--- src/rtl/types_pkg.sv ---
// Shared types for the functional-unit scheduler: FU codes and slot FSM states.
package types_pkg;

  typedef enum logic [1:0] {
    FU_ALU     = 2'd0,
    FU_SMEM    = 2'd1,
    FU_MATRIX  = 2'd2,
    FU_ILLEGAL = 2'd3
  } fu_t;

  localparam int NUM_FU = 3;

  typedef enum logic {
    SLOT_IDLE = 1'b0,
    SLOT_BUSY = 1'b1
  } slot_state_t;

endpackage

--- src/rtl/fu_scheduler_if.sv ---
// Dispatch-side bundle between the dispatch latch and the FU scheduler.
//
// Handshake: dispatch holds disp_valid/disp_fu for the cycle; the scheduler
// answers combinationally in the same cycle. grant=1 means the instruction
// is taken at the next rising edge; freeze=1 means the target FU is busy and
// dispatch must hold. flush squashes the request so neither is raised.
// An illegal FU code never grants or freezes; illegal_err pulses one cycle later.
interface fu_scheduler_if;
  import types_pkg::*;

  logic              disp_valid;
  fu_t               disp_fu;
  logic              flush;
  logic              grant;
  logic              freeze;
  logic [NUM_FU-1:0] fu_busy;
  logic              illegal_err;

  modport master (
    output disp_valid, disp_fu, flush,
    input  grant, freeze, fu_busy, illegal_err
  );

  modport slave (
    input  disp_valid, disp_fu, flush,
    output grant, freeze, fu_busy, illegal_err
  );

endinterface

--- src/rtl/fu_slot.sv ---
// One functional-unit slot: IDLE/BUSY FSM plus an 8-bit counter.
// FIXED_LAT=1: counter loads LAT on start and BUSY lasts exactly LAT cycles.
// FIXED_LAT=0: counter ages from 0; done releases, reaching TIMEOUT forces release.
module fu_slot
  import types_pkg::*;
#(
  parameter bit FIXED_LAT = 1'b0,
  parameter int LAT       = 0,
  parameter int TIMEOUT   = 200
) (
  input  logic        clk,
  input  logic        rst_n,
  input  logic        start,
  input  logic        done,
  output slot_state_t state,
  output logic        timeout_hit
);

  slot_state_t state_next;
  logic [7:0]  cnt;
  logic [7:0]  cnt_next;

  // State and counter registers.
  always_ff @(posedge clk or negedge rst_n) begin
    if (!rst_n) begin
      state <= SLOT_IDLE;
      cnt   <= '0;
    end else begin
      state <= state_next;
      cnt   <= cnt_next;
    end
  end

  // Next-state logic; done outranks the timeout on the same edge.
  always_comb begin
    state_next  = state;
    cnt_next    = cnt;
    timeout_hit = 1'b0;
    case (state)
      SLOT_IDLE: begin
        if (start) begin
          if (FIXED_LAT) begin
            if (LAT != 0) begin
              state_next = SLOT_BUSY;
              cnt_next   = 8'(LAT);
            end
          end else begin
            state_next = SLOT_BUSY;
            cnt_next   = '0;
          end
        end
      end
      SLOT_BUSY: begin
        if (FIXED_LAT) begin
          if (cnt <= 8'd1) state_next = SLOT_IDLE;
          else             cnt_next   = cnt - 8'd1;
        end else if (done) begin
          state_next = SLOT_IDLE;
        end else if (cnt + 8'd1 == 8'(TIMEOUT)) begin
          state_next  = SLOT_IDLE;
          timeout_hit = 1'b1;
        end else begin
          cnt_next = cnt + 8'd1;
        end
      end
      default: state_next = SLOT_IDLE;
    endcase
  end

endmodule

--- src/rtl/fu_scheduler.sv ---
// Functional-unit scheduler: grants dispatch requests to idle FUs, freezes
// dispatch on busy targets, tracks per-FU busy state, timeouts and grant count.
module fu_scheduler
  import types_pkg::*;
#(
  parameter int ALU_LAT = 2,
  parameter int TIMEOUT = 200
) (
  input  logic          CLK,
  input  logic          nRST,
  fu_scheduler_if.slave disp,
  input  logic          smem_done,
  input  logic          mat_done,
  output logic [1:0]    timeout_err,
  output logic [15:0]   issue_cnt
);

  slot_state_t       alu_state;
  slot_state_t       smem_state;
  slot_state_t       mat_state;
  logic [NUM_FU-1:0] busy;
  logic [NUM_FU-1:0] start;
  logic              legal_req;
  logic              target_busy;
  logic              grant;
  logic              smem_to;
  logic              mat_to;
  logic              alu_to_unused;
  logic              illegal_q;

  assign busy = {mat_state == SLOT_BUSY, smem_state == SLOT_BUSY, alu_state == SLOT_BUSY};

  // Combinational request decode: grant to an idle target, freeze on a busy one.
  always_comb begin
    legal_req   = disp.disp_valid & ~disp.flush & (disp.disp_fu != FU_ILLEGAL);
    target_busy = 1'b0;
    if (disp.disp_fu != FU_ILLEGAL) target_busy = busy[disp.disp_fu];
    grant       = legal_req & ~target_busy;
    start       = {grant & (disp.disp_fu == FU_MATRIX),
                   grant & (disp.disp_fu == FU_SMEM),
                   grant & (disp.disp_fu == FU_ALU)};
  end

  assign disp.grant       = grant;
  assign disp.freeze      = legal_req & target_busy;
  assign disp.fu_busy     = busy;
  assign disp.illegal_err = illegal_q;

  fu_slot #(.FIXED_LAT(1'b1), .LAT(ALU_LAT), .TIMEOUT(TIMEOUT)) u_alu (
    .clk(CLK), .rst_n(nRST), .start(start[FU_ALU]), .done(1'b0),
    .state(alu_state), .timeout_hit(alu_to_unused)
  );

  fu_slot #(.FIXED_LAT(1'b0), .LAT(0), .TIMEOUT(TIMEOUT)) u_smem (
    .clk(CLK), .rst_n(nRST), .start(start[FU_SMEM]), .done(smem_done),
    .state(smem_state), .timeout_hit(smem_to)
  );

  fu_slot #(.FIXED_LAT(1'b0), .LAT(0), .TIMEOUT(TIMEOUT)) u_mat (
    .clk(CLK), .rst_n(nRST), .start(start[FU_MATRIX]), .done(mat_done),
    .state(mat_state), .timeout_hit(mat_to)
  );

  // Illegal-code pulse, sticky timeout flags and wrapping grant counter.
  always_ff @(posedge CLK or negedge nRST) begin
    if (!nRST) begin
      illegal_q   <= 1'b0;
      timeout_err <= 2'b00;
      issue_cnt   <= 16'h0000;
    end else begin
      illegal_q   <= disp.disp_valid & ~disp.flush & (disp.disp_fu == FU_ILLEGAL);
      timeout_err <= timeout_err | {mat_to, smem_to};
      if (grant) issue_cnt <= issue_cnt + 16'h0001;
    end
  end

endmodule

--- src/flat_wrapper.sv ---
// flat-port wrapper written by rule: the top's interface ports become plain ports
module fu_scheduler_flat import types_pkg::*;
#(
  parameter int ALU_LAT = 2,
  parameter int TIMEOUT = 200
)
  (CLK, nRST, smem_done, mat_done, timeout_err, issue_cnt, disp_disp_valid, disp_disp_fu, disp_flush, disp_grant, disp_freeze, disp_fu_busy, disp_illegal_err);
  fu_scheduler_if disp_i ();
  input  logic CLK;
  input  logic nRST;
  input  logic smem_done;
  input  logic mat_done;
  output logic [1:0] timeout_err;
  output logic [15:0] issue_cnt;
  input wire logic [$bits(disp_i.disp_valid)-1:0] disp_disp_valid;
  input wire logic [$bits(disp_i.disp_fu)-1:0] disp_disp_fu;
  input wire logic [$bits(disp_i.flush)-1:0] disp_flush;
  output wire logic [$bits(disp_i.grant)-1:0] disp_grant;
  output wire logic [$bits(disp_i.freeze)-1:0] disp_freeze;
  output wire logic [$bits(disp_i.fu_busy)-1:0] disp_fu_busy;
  output wire logic [$bits(disp_i.illegal_err)-1:0] disp_illegal_err;
  assign disp_i.disp_valid = disp_disp_valid;
  assign disp_i.disp_fu = disp_disp_fu;
  assign disp_i.flush = disp_flush;
  assign disp_grant = disp_i.grant;
  assign disp_freeze = disp_i.freeze;
  assign disp_fu_busy = disp_i.fu_busy;
  assign disp_illegal_err = disp_i.illegal_err;
  fu_scheduler #(.ALU_LAT(ALU_LAT), .TIMEOUT(TIMEOUT)) u_core (.CLK(CLK), .nRST(nRST), .disp(disp_i), .smem_done(smem_done), .mat_done(mat_done), .timeout_err(timeout_err), .issue_cnt(issue_cnt));
endmodule
--- config.mk ---
export PLATFORM = sky130hd
export DESIGN_NAME = fu_scheduler_flat
export DESIGN_NICKNAME = d
export VERILOG_FILES = /design/src/rtl/types_pkg.sv /design/src/rtl/fu_scheduler_if.sv /design/src/rtl/fu_slot.sv /design/src/rtl/fu_scheduler.sv /design/src/flat_wrapper.sv
export SDC_FILE = /design/constraint.sdc
export NUM_CORES = 1
export LEC_CHECK = 0
export BUFFER_PORTS_ARGS = -buffer_cell sky130_fd_sc_hd__clkbuf_2
export CAP_MARGIN = 10
export CORE_MARGIN = 10
export CORE_UTILIZATION = 62
export DETAILED_ROUTE_END_ITERATION = 10
export GPL_TIMING_DRIVEN = 0
export MAX_ROUTING_LAYER = met4
export PLACE_DENSITY = 0.84
export SKIP_LAST_GASP = 1
export SLEW_MARGIN = 30
export SYNTH_ARGS = -nofsm -noshare
export SYNTH_HDL_FRONTEND = slang
export SYNTH_SLANG_ARGS = --single-unit
--- constraint.sdc ---
create_clock -name CLK -period 4.1 [get_ports CLK]
set_clock_uncertainty 0.1 [all_clocks]
set_input_delay 0.41 -clock CLK [delete_from_list [all_inputs] [get_ports CLK]]
set_output_delay 0.41 -clock CLK [all_outputs]
set_load 0.02 [all_outputs]
==> impl_metrics.tcl <==
set metrics [dict create \
    synth-edff-count 0 \
    r2r-start "u_core.u_mat.cnt[0]$_DFFE_PN0P_" \
    synthTopCellsByArea "dfrtp_1, xnor2_1, nand2_1" \
    post-place-ws_ps 1830 \
    cts_resized 0 \
    fin_tns_setup_ps 0 \
    critPathKind "register to output pin" \
    synth_top_area_share_pct 43.7 \
    stdcell_count 356 \
    drv_slew 0 \
    r2r_slack_ps 1850 \
    synthFlopType "dfrtp_1" \
    finalSetupViolations 0 \
    design_area_mm2 0.00295 \
    maxSlewHeadroom_pct 50.1 \
    ys_seq_elements 46 \
    antenna_found_initial 0 \
    synth.most_common_cell "dfrtp_1" \
    worst_pin_slew_ps 741 \
    grt_use_total_pct 14.6 \
    period_minus_slack_ps 2390 \
    fillers 311 \
    synth.distinct_cells 54 \
    finalCritPeriodShare_pct 58.3 \
    grt-ovfl-total 0 \
    cts_buffers 5 \
    reg2reg_depth 6 \
    crit_fanout 10 \
    dp_hpwl_mm 3.64 \
    final_antenna_net_count 0 \
    cts_root_buf "clkbuf_8" \
    die_area_mm2 0.00726 \
    via_per_inst 5.62 \
    fin_nets 320 \
    r2r-end "u_core.u_mat.cnt[2]$_DFFE_PN0P_" \
    cp_data_required_time_ps 3590 \
    syn_avg_cell_area_um2 9.87 \
    final_hold_viol_count 0 \
    syn-cell-area_mm2 0.00264 \
    syn_nets 282 \
    coreArea_mm2 0.00406 \
    post_route_cells_drive_above_1_share_pct 20.3 \
    clock_sinks 46 \
    vias 2000 \
    p_per_area_mw_per_mm2 395 \
    synthCells 267 \
    seq_area_frac_synth_pct 43.7 \
    synth_common_cells "dfrtp_1, nand2_1, nor2_1, xnor2_1, nand3_1" \
    rsz0062_at_grt "false" \
    cap_viol_max_count 0 \
    grt_max_degree 47 \
    cp-start-kind "register" \
    grt_pass1_vias 1914 \
    h-tree-depth 2 \
    drt_wl_total_mm 4.99 \
    cts.reportedPaths.clkPinSlew_ps 90 \
    worstSetupStartpoint "u_core.u_smem.state$_DFF_PN0_" \
    p_total_mw 1.17 \
    place_inst 348 \
    placed_area_mm2 0.00286 \
    fmax_ghz 0.418 \
    n_antenna_cell 0 \
    grt_pass1_wl_mm 8.83 \
    syn_to_final_growth_pct 11.9 \
    cts_max_path_buffers 2 \
    cts_setup_buffers 0 \
    cts_tree "done" \
    holdBufCountCts 0 \
    status "finished, final reports clean" \
    synth_warnings 0 \
    fin_ws_ps 1710 \
    numPortBuffers 31 \
    leakage_nw 1.36 \
    ys_async_sr_fraction_pct 100 \
    ir_worst_vdd_mv 0.277 \
    ios 32 \
    fp.dieW_um 85.2 \
    hold_path.class "input port to async pin" \
    wire_per_inst_um 14.0 \
    initial_core_util_pct 65.0 \
    critPathArrivalTime_ps 1880 \
    num_rows 23 \
    dr.pass1.iters 4 \
    drc 0 \
    cp-end-kind "output pin" \
    post-synth-top-area-cell "dfrtp_1" \
    drtIter0Drc 88 \
    die_h_um 85.2 \
    clk_latency_ps 300 \
    place_congestion 0.814 \
]
[layout by cell type (no fill, tap or decap), types with 2 or more instances in the layout]
cell type,instances
xnor2_1,18
dfrtp_1,46
and3b_1,3
clkbuf_1,2
buf_6,2
nand3_1,17
o21ai_0,4
a31o_2,2
nand2_1,41
xor2_1,15
buf_4,3
or4_1,3
o211ai_1,3
nand4_1,4
or2_2,2
clkinvlp_4,2
nor2b_1,3
inv_1,8
nor3_2,2
nor3_1,6
clkbuf_2,33
or3_1,3
mux2i_1,12
a21oi_1,3
and3_1,5
a31oi_1,3
clkbuf_8,5
nor2_1,20
ha_1,7
[logic make-up after synthesis]
family	synth area share, %
and+or+nand+nor	22.9
buffers and inverters	3.89
adders and majority gates	3.32
DFF	43.7
muxes	5.55
xor gates and xnor gates	11.0
AOI/OAI and AO/OA	9.73
[how the worst max path moves through the flow]
stage | to | slack (ps) | cells past startpoint
floorplan | u_core.u_mat.cnt[0]$_DFFE_PN0P_ | 2120 | 6
global placement | u_core.u_mat.cnt[1]$_DFFE_PN0P_ | 1910 | 6
detailed placement | u_core.u_mat.cnt[4]$_DFFE_PN0P_ | 1830 | 6
CTS | disp_grant | 1690 | 5
global route | u_core.u_mat.cnt[4]$_DFFE_PN0P_ | 1580 | 6
finish | disp_grant | 1710 | 5
[stage by stage]
stage	hold WS, ps	util [%]
after global routing	78.6	72.7
after global placement	349	70.3
after floorplan	14.4	-
final	41.8	72.7
after CTS	62.0	72.7
after detailed placement	355	70.4
[final cells by class]
cell class,count,area [µm²],area share (%)
Multi-Input combinational cell,202,1380,46.9
Sequential cell,46,1150,39.0
Timing Repair Buffer,31,158,5.35
Buffer,11,72.6,2.46
Clock buffer,5,68.8,2.33
Tap cell,50,62.6,2.12
Inverter,8,30.0,1.02
Clock inverter,3,23.8,0.806
[critical path, cell delays in order (launching register included)]
cell	delay, ps
dfrtp_1	390
buf_6	140
mux2_4	270
a2111oi_4	390
buf_6	200
clkbuf_2	180
[report_power, final]
part | switching, mW | total [mW] | leakage (nW) | internal (mW)
Combinational | 0.155 | 0.269 | 0.724 | 0.114
Sequential | 0.0831 | 0.609 | 0.598 | 0.526
Clock | 0.165 | 0.287 | 0.0408 | 0.122
Total | 0.403 | 1.17 | 1.36 | 0.762
[metal layers]
metal	wire length [µm]	part of all wire (%)	track usage, %	vias up
met2	2460	49	23.2	33
met3	236	4.7	3.54	5
li1	-	-	-	1004
met1	2280	46	18.0	958
met5	0	0	-	-
met4	21	0.42	4.19	0
[state kept, by name (all words and copies together), names as in the netlist]
name                     flops
u_core.u_smem.state          1
u_core.disp.illegal_err      1
u_core.u_alu.cnt             8
u_core.u_smem.cnt            8
u_core.u_mat.cnt             8
u_core.u_alu.state           1
u_core.timeout_err           2
u_core.u_mat.state           1
u_core.issue_cnt            16
(Power assumes the default switching activity.)
